**src/rtl/pwm_pkg.sv**
```systemverilog
// Shared types and constants for the PWM configuration arbiter.
// The FSM state encoding, default data width and GAP counter width live here.
package pwm_pkg;

  localparam int DW_DEFAULT = 16;
  localparam int GAP_CW     = 4;

  typedef enum logic [2:0] {
    IDLE,
    WR_HI,
    GAP_HI,
    WR_LO,
    GAP_LO,
    ACK
  } state_t;

endpackage

```
**src/rtl/pwm_rr_arb2.sv**
```systemverilog
// Two-way round-robin grant with its priority pointer.
// The pointer names the requester that wins a tie and flips to the loser whenever a grant is taken.
module pwm_rr_arb2 (
  input  logic clk,
  input  logic rst,
  input  logic req0,
  input  logic req1,
  input  logic take,
  output logic any,
  output logic id,
  output logic rr
);

  always_comb begin
    any = req0 | req1;
    // A lone request wins outright; only a tie consults the pointer.
    id  = (req0 && req1) ? rr : req1;
  end

  always_ff @(posedge clk or posedge rst) begin
    if (rst) begin
      rr <= 1'b0;
    end else if (take) begin
      rr <= ~id;
    end
  end

endmodule

```
**src/rtl/pwm_cfg_arbiter.sv**
```systemverilog
// Arbitrates two requesters onto one PWM generator config port: a high-time write, GAP idle
// cycles, a low-time write, GAP idle cycles, then an ack. Optional macro: PWM_CFG_ZERO_GUARD_EN.
module pwm_cfg_arbiter
  import pwm_pkg::*;
#(
  parameter int DW  = DW_DEFAULT,
  parameter int GAP = 1
) (
  input  logic          clk,
  input  logic          rst,
  input  logic          req0,
  input  logic          req1,
  input  logic [DW-1:0] hi0,
  input  logic [DW-1:0] lo0,
  input  logic [DW-1:0] hi1,
  input  logic [DW-1:0] lo1,
  output logic          ack0,
  output logic          ack1,
  output logic [DW-1:0] data_out,
  output logic          high_write,
  output logic          low_write,
  output logic          busy,
  output logic          grant_id
);

  localparam logic [GAP_CW-1:0] GAP_LOAD = GAP_CW'(GAP - 1);

  state_t            state;
  logic              gid;
  logic [DW-1:0]     lo_lat;
  logic [GAP_CW-1:0] gap_cnt;

  logic arb_any;
  logic arb_id;
  logic arb_rr;
  logic take;

  function automatic logic [DW-1:0] drive_val(input logic [DW-1:0] v);
`ifdef PWM_CFG_ZERO_GUARD_EN
    return (v == '0) ? DW'(1) : v;
`else
    return v;
`endif
  endfunction

  assign take = (state == IDLE) && arb_any;

  pwm_rr_arb2 u_arb (
    .clk  (clk),
    .rst  (rst),
    .req0 (req0),
    .req1 (req1),
    .take (take),
    .any  (arb_any),
    .id   (arb_id),
    .rr   (arb_rr)
  );

  // The grant cycle is the IDLE cycle that sees a request, so busy/grant_id lead the registers by one cycle.
  assign busy     = ~rst & ((state != IDLE) | take);
  assign grant_id = ~rst & (take ? arb_id : gid);

  always_ff @(posedge clk or posedge rst) begin
    if (rst) begin
      state      <= IDLE;
      gid        <= 1'b0;
      lo_lat     <= '0;
      gap_cnt    <= '0;
      data_out   <= '0;
      high_write <= 1'b0;
      low_write  <= 1'b0;
      ack0       <= 1'b0;
      ack1       <= 1'b0;
    end else begin
      high_write <= 1'b0;
      low_write  <= 1'b0;
      ack0       <= 1'b0;
      ack1       <= 1'b0;
      case (state)
        IDLE: begin
          if (arb_any) begin
            // data_out itself holds the latched high time through WR_HI and GAP_HI.
            gid        <= arb_id;
            lo_lat     <= arb_id ? lo1 : lo0;
            data_out   <= drive_val(arb_id ? hi1 : hi0);
            high_write <= 1'b1;
            state      <= WR_HI;
          end
        end
        WR_HI: begin
          gap_cnt <= GAP_LOAD;
          state   <= GAP_HI;
        end
        GAP_HI: begin
          if (gap_cnt == '0) begin
            data_out  <= drive_val(lo_lat);
            low_write <= 1'b1;
            state     <= WR_LO;
          end else begin
            gap_cnt <= gap_cnt - 1'b1;
          end
        end
        WR_LO: begin
          gap_cnt <= GAP_LOAD;
          state   <= GAP_LO;
        end
        GAP_LO: begin
          if (gap_cnt == '0) begin
            ack0  <= ~gid;
            ack1  <= gid;
            state <= ACK;
          end else begin
            gap_cnt <= gap_cnt - 1'b1;
          end
        end
        ACK:     state <= IDLE;
        default: state <= IDLE;
      endcase
    end
  end

endmodule

```
**config.mk**
```make
export PLATFORM = sky130hd
export DESIGN_NAME = pwm_cfg_arbiter
export DESIGN_NICKNAME = d
export VERILOG_FILES = /design/src/rtl/pwm_pkg.sv /design/src/rtl/pwm_rr_arb2.sv /design/src/rtl/pwm_cfg_arbiter.sv
export SDC_FILE = /design/constraint.sdc
export NUM_CORES = 1
export LEC_CHECK = 0
export BUFFER_PORTS_ARGS = -buffer_cell sky130_fd_sc_hd__clkbuf_2
export CORE_ASPECT_RATIO = 0.9
export CORE_MARGIN = 4
export CORE_UTILIZATION = 30
export DETAILED_ROUTE_END_ITERATION = 10
export GPL_ROUTABILITY_DRIVEN = 1
export PLACE_DENSITY_LB_ADDON = 0.25
export SETUP_SLACK_MARGIN = 0.4
export SYNTH_ARGS = -nofsm -noshare
export SYNTH_HDL_FRONTEND = slang
export SYNTH_SLANG_ARGS = --single-unit
```
**constraint.sdc**
```tcl
create_clock -name clk -period 3.7 [get_ports clk]
set_input_delay 0.74 -clock clk [delete_from_list [all_inputs] [get_ports clk]]
set_output_delay 0.74 -clock clk [all_outputs]
set_load 0.05 [all_outputs]
```
-- Word level (Yosys, flattened, before mapping)
Cells that the tools add are included.
- logic and storage cells: 60
- register bits after elaboration: 45
- input bits: 68
- add/subtract/negate cells: 1
- bitwise gates (word level): 7
- eq/ne operators: 8
- reductions and logical operators: 13
- multiplexer cells: 21
- operators with widths (operator ; number):
    2-to-1 mux 16 bit ; 4
    case mux 16 bit (2 select lines) ; 1
    case mux 3 bit (5 select lines) ; 1
    2-to-1 mux 1 bit ; 10
    2-to-1 mux 3 bit ; 3
    inequality test 2 bit (second input constant) ; 4
    case mux 4 bit (2 select lines) ; 1
    == test 3 x 2 -> 1 bit (second input constant) ; 2
    AND reduction 3 bit ; 2
    zero test 4 bit ; 1
    2-to-1 mux 4 bit ; 1
    AND reduction 2 bit ; 2
    nonzero test 2 bit ; 2
    OR reduction 2 bit ; 2
    subtractor 4 x 1 -> 4 bit (second input constant) ; 1
    == test 3 x 1 -> 1 bit (second input constant) ; 1
    == test 3 bit (second input constant) ; 1
    zero test 3 bit ; 1
    NOT 1 bit ; 3
    nonzero test 3 bit ; 1
    bitwise AND 1 bit ; 2
    logical AND 1 bit ; 2
    OR 1 bit ; 2

-- Depth between registers and ports, before layout
- depth in word-level cells: 5
- depth in mapped cells: 7
- gate-level depth less buffers: 5

-- Modules after synthesis
Synthesis repeated with hierarchy kept, for this count alone.
- cells, all modules: 216
- area total of the unflattened synthesis: 2303.5 um^2
- modules (own cells, without submodules) (module ; seq. area each (um^2) ; cells each ; instances ; area each (um^2)):
    pwm_cfg_arbiter ; 1101.1 ; 209 ; 1 ; 2237.1
    pwm_rr_arb2 ; 25.0 ; 7 ; 1 ; 66.3

-- Least setup slack after synthesis
No wires, ideal clock.
- path kind: in2out
- start point: input req1
- end point: output grant_id
- setup slack: 0.654 ns
- buffers on the path: 2
- stages: 5
- data required time: 2.960 ns
- arrival time: 2.306 ns
- cells stage by stage: buf_2 > inv_1 > clkbuf_1 > or3_1 > a21oi_1
- cells in the longest elaborated chain, start to end: 4
- elaborated cells on any way between the ends: 6
- those cells by class: mux: 2; bitwise: 2; reduce/logical: 2
- ends and longest elaborated chain (what ; RTL line ; RTL):
    from (decl) ; pwm_cfg_arbiter.sv:12 ; input logic req1,
    logical AND 1 bit / OR 1 bit (equally long branches) ; pwm_rr_arb2.sv:17, pwm_rr_arb2.sv:15 ;
    2-to-1 mux 1 bit / logical AND 1 bit (equally long branches) ; pwm_rr_arb2.sv:17, pwm_cfg_arbiter.sv:46 ;
    2-to-1 mux 1 bit (*) ; pwm_cfg_arbiter.sv:61 ; assign grant_id = ~rst & (take ? arb_id : gid);
    bitwise AND 1 bit (*) ; pwm_cfg_arbiter.sv:61 ;
    to (decl) ; pwm_cfg_arbiter.sv:23 ; output logic grant_id
Mark *: on every way between the ends. The rest lies on a longest branch, timed or not.

-- Worst setup path after layout
- start point: register state[1]
- end point: output grant_id
- cells in the longest elaborated chain, start to end: 4
- ends and longest elaborated chain (what ; RTL line ; RTL):
    from (decl) ; pwm_cfg_arbiter.sv:28 ; state_t state;
    from (signal assigned) ; pwm_cfg_arbiter.sv:65 ; state <= IDLE;
    from (signal assigned) ; pwm_cfg_arbiter.sv:87 ; state <= WR_HI;
    from (signal assigned) ; pwm_cfg_arbiter.sv:92 ; state <= GAP_HI;
    zero test 3 bit ; pwm_cfg_arbiter.sv:46 ; assign take = (state == IDLE) && arb_any;
    logical AND 1 bit ; pwm_cfg_arbiter.sv:46 ;
    2-to-1 mux 1 bit ; pwm_cfg_arbiter.sv:61 ;
    bitwise AND 1 bit ; pwm_cfg_arbiter.sv:61 ;
No other way between the ends.

==> run metrics <==
Hold Crit Class reg -> reg; type of the worst setup path reg -> out; aggregate routed wire length 7.658 mm; DRT Pass-1 Iters 5; die span in x 105.6 um; IR Drop Worst-Case VDD 356.5 uV; Die Outline Area 0.01013 sq mm; placeable core region 0.008184 sq mm; aggregate global-route resource usage 14.84%; critical path fanouts, max 19; Hold Crit Endpoint ack0; placed cell area 0.003064 sq mm; most used flip-flop cell after synthesis sky130_fd_sc_hd__dfrtp_1; first-pass GRT wire length 11.88 mm; antenna-violating nets left 0; power per unit of standard cell area 818.3 mW/mm^2; port buffer count 89; warning count from the yosys run 0; number of cell instances on the worst register-to-register path 3; final critical delay including setup and external delays 3025 ps; # placed instances 447; via count of the first global-routing pass 2317; leakage power figure 0.001292 uW; unrepaired setup endpoints after global routing no; Post-Layout Inst Area 0.003176 sq mm; Gates resized, CTS repair 0; RePlAce Congestion 0.7446; sequential share of the synthesized area 43.75%; layout overhead on the synthesized area 23.38%; Cells after Synth 269; height of the die 95.87 um; result of the run complete, no violations; fin util 38.80%; number of buffers added by the clock tree synthesis step 5; endpoint required time on the critical path 2960 ps; Clock Skews 11.69 ps; Fmax 330.6 MHz; nets@finish 408; # clock sinks 45; initial core utilization 31.45%; level count of the clock H-tree 2; source of the worst register-to-register timing path state[1]; clock tree root driver cell sky130_fd_sc_hd__clkbuf_8; actual transition at the worst max-transition pin 947.6 ps; total number of vias 2341; number of synthesized register bits 45; DRC violations left 0; clock latency on the worst-skew pair 300 ps; I/O pins 90; share of the clock period used by the worst path after layout 81.75%; antenna diode instance count 0; most common library cell in the layout ignoring fill and taps sky130_fd_sc_hd__clkbuf_2; net count of the mapped netlist 338; Critical Path Source Type flop; number of buffers inserted for hold repair after clock tree synthesis 0; overflow left after global routing 0; postcts setup bufs 0; kind of end point of the critical path primary output; headroom to the max-slew limit 36.73%; final setup violation count 0; final routed wire length divided by cell count 16.83 um; summed instance area of the synthesized netlist 0.002574 sq mm; Synth Area per Inst 9.568 sq um; largest net degree at the start of global routing 49; # Max-Cap Violations 0; clock transition at the registers of the reported paths 80 ps; count of endpoints failing hold in the final timing report 0; hold_sp gid; initial antenna violation count 0; EDFF count, synth 0; Via density 5.145; post-route setup TNS 0 ps; final cell count without fillers 455; worst path arrival time 2280 ps; maximum clock path buffer count 2; total design power 2599 uW; slack of the worst reg-to-reg path 1540 ps; CTS tree yes; DRC marker count from the first detailed-route iteration 157; Hold Crit Depth 1; post-synth cell types 39; detailed-placement wirelength estimate 5.454 mm; capturing point of the worst reg2reg path data_out[2]; proportion of synthesized flip-flops having asynchronous set or reset 100.0%; Final Slew Violations 0; Rows 31; commonest cells after routing, fill and taps aside sky130_fd_sc_hd__clkbuf_2, sky130_fd_sc_hd__dfrtp_1, sky130_fd_sc_hd__nand3b_1; fraction of final layout cells sized beyond drive strength 1 32.65%
Yosys cell counts (all sizes together) (2+ instances only):
library cell / instances / area [sq um]
and2: 2 / 12.51
nor2: 6 / 25.03
nor2b: 3 / 18.77
a21oi: 21 / 105.1
or3: 18 / 117.6
nor3b: 4 / 35.03
dfrtp: 45 / 1126
o2111a: 16 / 180.2
o21ai: 20 / 100.1
nand2: 7 / 26.28
nor3: 6 / 30.03
or4: 16 / 120.1
o211ai: 2 / 15.01
inv: 6 / 22.52
clkbuf: 21 / 78.83
buf: 10 / 70.06
a31oi: 17 / 106.4
nand3b: 34 / 255.2
per-layer routing:
| layer | GRT usage, % | wire length [um] | vias up |
|---|---|---|---|
| met1 | 21.71 | 3829 | 1104 |
| met3 | 3.353 | 427 | 2 |
| met2 | 22.08 | 3353 | 76 |
| met5 | 0 | 0 | - |
| li1 | - | - | 1159 |
| met4 | 3.991 | 48 | 0 |
through the flow:
stage	hold WS [ps]	setup slack, ps
floorplan	426.6	654.0
CTS	469.8	667.5
global placement	462.1	968.6
finish	461.5	675.1
global route	490.0	518.3
detailed placement	459.1	941.9
report_power, final:
group	total [uW]	switching, uW	internal (uW)
clock	373	170	203
sequential	892	180	711
combinational	1330	873	461
worst max-delay path, stage by stage (launching register included):
cell and delay [ps]:
sky130_fd_sc_hd__dfrtp_1 570, sky130_fd_sc_hd__or3_4 580, sky130_fd_sc_hd__or3_1 410, sky130_fd_sc_hd__a21oi_1 140
sky130_fd_sc_hd__clkbuf_2 290
cell type report:
type / instances / area, sq um
tap: 115 / 143.9
clock buffer: 6 / 72.57
sequential: 45 / 1126
inverter: 6 / 22.52
clock inverter: 2 / 38.79
fill: 866 / 5009
multi-input combinational: 187 / 1289
timing repair buffer: 94 / 483.0
cell families (layout without fill, tap and decap cells):
group / Yosys count / in the layout / synth area share [%]
AOI/OAI and AO/OA: 82 / 82 / 21.59
xor gates and xnor gates: 2 / 2 / 0.6807
adders and majority gates: 1 / 1 / 0.4861
buffers and inverters: 37 / 108 / 6.660
DFF: 45 / 45 / 43.75
and+or+nand+nor: 102 / 102 / 26.84
flip-flops by register name, summed over array words and instances (netlist names):
name	flops
ack1	1
low_write	1
ack0	1
high_write	1
gid	1
data_out	16
lo_lat	16
state	3
gap_cnt	4
u_arb.rr	1
worst max-delay path by stage:
stage | depth (start not counted) | start | slack, ps | endpoint
finish | 4 | state[1] | 680 | grant_id
global route | 4 | state[1] | 520 | grant_id
CTS | 4 | state[1] | 670 | grant_id
detailed placement | 5 | req1 | 940 | grant_id
global placement | 5 | req1 | 970 | grant_id
floorplan | 5 | req1 | 650 | grant_id
Power figures use the tool's default switching activity.
